===== src/rtl/pc_sequencer.sv =====
// pc_sequencer
// Program-counter register for a multicycle MIPS-style datapath. Picks the
// next PC from NUM_SRC packed sources, loads it on unconditional or
// branch-qualified writes, and handles exception entry (EPC capture) and
// ERET return through a two-state RUN/EXC machine.

module pc_sequencer #(
  parameter int                  WIDTH        = 32,
  parameter int                  NUM_SRC      = 4,
  parameter logic [WIDTH-1:0]    RESET_VECTOR = 32'h0000_0000,
  parameter logic [WIDTH-1:0]    EXC_VECTOR   = 32'h8000_0180,
  localparam int                 SEL_W        = (NUM_SRC > 1) ? $clog2(NUM_SRC) : 1
) (
  input  logic                     Clk,
  input  logic                     Reset,
  input  logic [NUM_SRC*WIDTH-1:0] src_data,
  input  logic [SEL_W-1:0]         PCsource,
  input  logic                     PCwrite,
  input  logic                     PCwriteCOND,
  input  logic [1:0]               branch_mode,
  input  logic                     zeroSignal,
  input  logic                     negSignal,
  input  logic                     stall,
  input  logic                     exception,
  input  logic                     eret,
  output logic [WIDTH-1:0]         PC,
  output logic [WIDTH-1:0]         EPC,
  output logic                     exc_active,
  output logic                     misaligned
);

  typedef enum logic {
    ST_RUN = 1'b0,
    ST_EXC = 1'b1
  } state_t;

  localparam logic [1:0] MODE_BEQ  = 2'b00;
  localparam logic [1:0] MODE_BNE  = 2'b01;
  localparam logic [1:0] MODE_BLEZ = 2'b10;
  localparam logic [1:0] MODE_BGTZ = 2'b11;

  state_t           state_q, state_d;
  logic [WIDTH-1:0] pc_q, pc_d;
  logic [WIDTH-1:0] epc_q, epc_d;

  logic [31:0]      sel_ext_s;
  logic [WIDTH-1:0] sel_data_s;
  logic             take_branch_s;
  logic             load_s;

  // Zero-extend the select so it can be compared against a loop index.
  assign sel_ext_s = 32'(PCsource);

  // Next-PC source mux; a select beyond the last source yields all zeros.
  always_comb begin
    sel_data_s = {WIDTH{1'b0}};
    for (int i = 0; i < NUM_SRC; i++) begin
      sel_data_s = (sel_ext_s == i[31:0]) ? src_data[i*WIDTH +: WIDTH] : sel_data_s;
    end
  end

  // Branch condition evaluated from the ALU flags for the selected mode.
  always_comb begin
    take_branch_s = 1'b0;
    case (branch_mode)
      MODE_BEQ:  take_branch_s = zeroSignal;
      MODE_BNE:  take_branch_s = !zeroSignal;
      MODE_BLEZ: take_branch_s = zeroSignal | negSignal;
      MODE_BGTZ: take_branch_s = !zeroSignal & !negSignal;
      default:   take_branch_s = 1'b0;
    endcase
  end

  // A stall blocks ordinary loads but never exception entry or return.
  assign load_s = !stall & (PCwrite | (PCwriteCOND & take_branch_s));

  // Next-state logic: exception entry beats eret, which beats a normal load.
  always_comb begin
    state_d = state_q;
    pc_d    = pc_q;
    epc_d   = epc_q;
    case (state_q)
      ST_RUN: begin
        if (exception) begin
          epc_d   = pc_q;
          pc_d    = EXC_VECTOR;
          state_d = ST_EXC;
        end else if (load_s) begin
          pc_d = sel_data_s;
        end else begin
          pc_d = pc_q;
        end
      end
      ST_EXC: begin
        // Further exceptions are masked here, so EPC is never overwritten.
        if (eret) begin
          pc_d    = epc_q;
          state_d = ST_RUN;
        end else if (load_s) begin
          pc_d = sel_data_s;
        end else begin
          pc_d = pc_q;
        end
      end
      default: begin
        state_d = ST_RUN;
        pc_d    = pc_q;
        epc_d   = epc_q;
      end
    endcase
  end

  // State, PC and EPC registers with asynchronous reset.
  always_ff @(posedge Clk or posedge Reset) begin
    if (Reset) begin
      state_q <= ST_RUN;
      pc_q    <= RESET_VECTOR;
      epc_q   <= {WIDTH{1'b0}};
    end else begin
      state_q <= state_d;
      pc_q    <= pc_d;
      epc_q   <= epc_d;
    end
  end

  assign PC         = pc_q;
  assign EPC        = epc_q;
  assign exc_active = (state_q == ST_EXC);
  // Alignment is only flagged; the PC itself is never altered.
  assign misaligned = |pc_q[1:0];

endmodule


===== config.mk =====
export PLATFORM = sky130hd
export DESIGN_NAME = pc_sequencer
export DESIGN_NICKNAME = d
export VERILOG_FILES = /design/src/rtl/pc_sequencer.sv
export SDC_FILE = /design/constraint.sdc
export NUM_CORES = 1
export LEC_CHECK = 0
export BUFFER_PORTS_ARGS = -buffer_cell sky130_fd_sc_hd__buf_2
export CORE_ASPECT_RATIO = 0.75
export CORE_UTILIZATION = 47
export CTS_BUF_LIST = sky130_fd_sc_hd__clkbuf_4 sky130_fd_sc_hd__clkbuf_8
export CTS_CLUSTER_DIAMETER = 150
export DETAILED_ROUTE_END_ITERATION = 10
export PLACE_DENSITY = 0.8
export SLEW_MARGIN = 20
export SYNTH_ARGS = -nofsm -noshare
export SYNTH_HDL_FRONTEND = slang
export SYNTH_SLANG_ARGS = --single-unit

===== constraint.sdc =====
create_clock -name Clk -period 2.7 [get_ports Clk]
set_input_delay 0.54 -clock Clk [delete_from_list [all_inputs] [get_ports Clk]]
set_output_delay 0.54 -clock Clk [all_outputs]
set_load 0.03 [all_outputs]

==> impl_metrics.env <==
export IMPL_grt_use_total=0.2588
export IMPL_power_density_nw_per_um2=849.2
export IMPL_tns_ns=0
export IMPL_crit_family="flip-flops"
export IMPL_yosys_area_top_type_share=0.4202
export IMPL_cp_num_cells=2
export IMPL_post_route_period_util=0.6470
export IMPL_gp_congestion=0.7844
export IMPL_synth_nets=444
export IMPL_power_leakage_uw=0.002594
export IMPL_worst_path_max_delay_cell="dfrtp_1"
export IMPL_regArea_um2=1627
export IMPL_cts_buffers=9
export IMPL_avgViaCountPerCell=5.712
export IMPL_slew_headroom=0.4679
export IMPL_grt_pass1_vias=3525
export IMPL_maxCapViolCount=0
export IMPL_yosysMostFrequentCell="dfrtp_1"
export IMPL_rr_endpoint="PC[0]$_DFF_PP0_"
export IMPL_setup_viol=0
export IMPL_worstSetupStartpoint="PC[1]$_DFF_PP0_"
export IMPL_clk_path_buf_depth=2
export IMPL_skew_ns=0.007667
export IMPL_r2r_slack_ns=0.96
export IMPL_antenna_found_initial=0
export IMPL_reg2regPathDepth=5
export IMPL_io_buffer_count=206
export IMPL_multi_input_area_um2=2027
export IMPL_fin_nets=637
export IMPL_dp_hpwl_mm=7.729
export IMPL_avgSynthCellArea_um2=12.78
export IMPL_fmax_ghz=0.5725
export IMPL_synthCells=303
export IMPL_period_needed_ns=1.747
export IMPL_cp_start_kind="flip-flop"
export IMPL_status="completed"
export IMPL_synth_warnings=0
export IMPL_dieHeight_um=80.60
export IMPL_endpoint="misaligned"
export IMPL_core_um2=7918
export IMPL_cts_htree_levels=3
export IMPL_met3_usage=0.07062
export IMPL_routedWlPerCell_um=17.99
export IMPL_endpoint_kind="output port"
export IMPL_reg2reg_from="exc_active$_DFF_PP0_"
export IMPL_yosysSeqAreaShare=0.4202
export IMPL_grt_pass1_wl_mm=16.97
export IMPL_ys_ff_latch=65
export IMPL_ctsRootBufferMaster="clkbuf_8"
export IMPL_grt_ovfl_total=0
export IMPL_async_flop_share=1.000
export IMPL_core_rowCount=28
export IMPL_holdBufCountCts=0
export IMPL_drt_initial_drc_count=110
export IMPL_drv_slew=0
export IMPL_clock_sinks=65
export IMPL_die_w_um=106.8
export IMPL_arrival_ns=1.21
export IMPL_irDropWorstVdd_mv=0.6778
export IMPL_nFillCells=661
export IMPL_grt_max_degree=37
export IMPL_use_met2=0.4665
export IMPL_clk_pin_slew_ns=0.07
export IMPL_synth_common_cells="dfrtp_1, nand2_1, mux4_2, nand4_1, o211ai_2"
export IMPL_hold_violations=0
export IMPL_path_buf_inv=1
export IMPL_synth_flop_cell="dfrtp_1"
export IMPL_route_vias_total=3456
export IMPL_areaGrowthSynthToFinish_pct=31.45
export IMPL_synth_edff_count=0
export IMPL_synth_cell_types=27
export IMPL_met1_usage=0.2996
export IMPL_drive_gt1_frac=0.6240
export IMPL_yosys_area_top_type="dfrtp_1"
export IMPL_tritoncts="built"
export IMPL_postCtsSetupRepairBufs=0
export IMPL_drt_wl_total_mm=10.88
export IMPL_n_antenna_cell=0
export IMPL_hold_class="in2async"
export IMPL_clock_latency_ns=0.34
export IMPL_worst_pin_slew_ns=0.7982
export IMPL_cp_data_required_time_ns=2.16
export IMPL_crit_type="reg2out"
export IMPL_drt_first_pass_iters=4
export IMPL_dieArea_um2=8607
export IMPL_start_util=0.4889
export IMPL_syn_cell_area_um2=3871
export IMPL_max_stage_delay_ns=0.40
export IMPL_rsz0062_at_grt="no"
export IMPL_io_pins=207
export IMPL_p_total_uw=4321
export IMPL_grt_busiest_layer="met2"
export IMPL_crit_path_cell_trace="or2_2 > buf_2"
export IMPL_drcViolationCount=0
export IMPL_synth_area_leaders="dfrtp_1, mux4_2, o211ai_2"
export IMPL_ant_nets=0
export IMPL_critPathMaxFanout=4
export IMPL_cts_resized=0
-- logic make-up (layout without fill, tap and decap cells) --
group / count (synthesis) / after routing / share of synthesized area
flip-flops: 65 / 65 / 0.4202
AO/OA/AOI/OAI: 36 / 36 / 0.1070
buffers and inverters: 33 / 230 / 0.06044
AND/OR/NAND/NOR: 104 / 104 / 0.1296
multiplexers: 65 / 65 / 0.2828
-- tightest hold or removal path: stages --
cell	delay, ns
buf_2	0.10
inv_2	0.03
buf_4	0.36
-- cell type report --
class / instances / share of cell area
clock buffers: 11 / 0.02729
clock inverters: 4 / 0.008852
inverters: 1 / 0.0007376
multi-input cells: 205 / 0.3983
flip-flops and latches: 65 / 0.3196
well taps: 105 / 0.02582
repair buffers: 214 / 0.2193
-- sequential cells by signal, summed over array words and instances, names as in the netlist --
name        count
EPC            32
PC             32
exc_active      1
-- where the power goes --
| group | switching (uW) | internal, uW |
|---|---|---|
| registers | 267 | 1320 |
| logic | 1260 | 682 |
| clock network | 359 | 437 |
| total | 1880 | 2440 |
-- through the flow --
step                  util  worst slack, ns  cells  cell area, um^2  hold slack (ns)
finish              0.6427           0.9532    605             5089           0.2728
global route        0.6427           0.8643    605             5089           0.2852
CTS                 0.6427           0.9335    605             5089           0.2753
detailed placement  0.6195           0.7222    590             4905           0.4941
global placement    0.6195           0.7643    590             4905           0.4853
floorplan                -           0.5335    303             3871           0.6699
-- worst min path at each step --
| stage | end | slack (ns) | cells after the start |
|---|---|---|---|
| 2_1_floorplan | exc_active$_DFF_PP0_ | 0.67 | 2 |
| 3_3_place_gp | PC[18]$_DFF_PP0_ | 0.49 | 2 |
| 3_5_place_dp | PC[24]$_DFF_PP0_ | 0.49 | 2 |
| 4_1_cts | EPC[20]$_DFFE_PP0P_ | 0.28 | 3 |
| 5_1_grt | EPC[20]$_DFFE_PP0P_ | 0.29 | 3 |
| 6_report | EPC[20]$_DFFE_PP0P_ | 0.27 | 3 |
-- metal layers --
layer | routed length, um | share of wire | vias up
li1 | - | - | 1534
met1 | 4379 | 0.40 | 1722
met2 | 5598 | 0.51 | 177
met3 | 735 | 0.068 | 23
met4 | 167 | 0.015 | 0
met5 | 0 | 0 | -
-- placed cells by master (no fill, tap or decap) --
cell type	instances
buf_2	206
dfrtp_1	65
nand2_1	62
mux4_2	32
nand4_1	32
o211ai_2	30
mux2_1	18
mux2_2	14
clkbuf_8	9
buf_4	6
a21oi_1	3
clkinv_2	3
o211ai_1	2
nor2_1	2
clkbuf_4	2
buf_12	2
nor2b_4	1
nor3b_1	1
and3b_1	1
a21oi_2	1
mux2i_4	1
nand2b_1	1
and2_4	1
and2_1	1
nor2_4	1
or2_2	1
inv_2	1
bufinv_16	1
(Power assumes the default switching activity.)
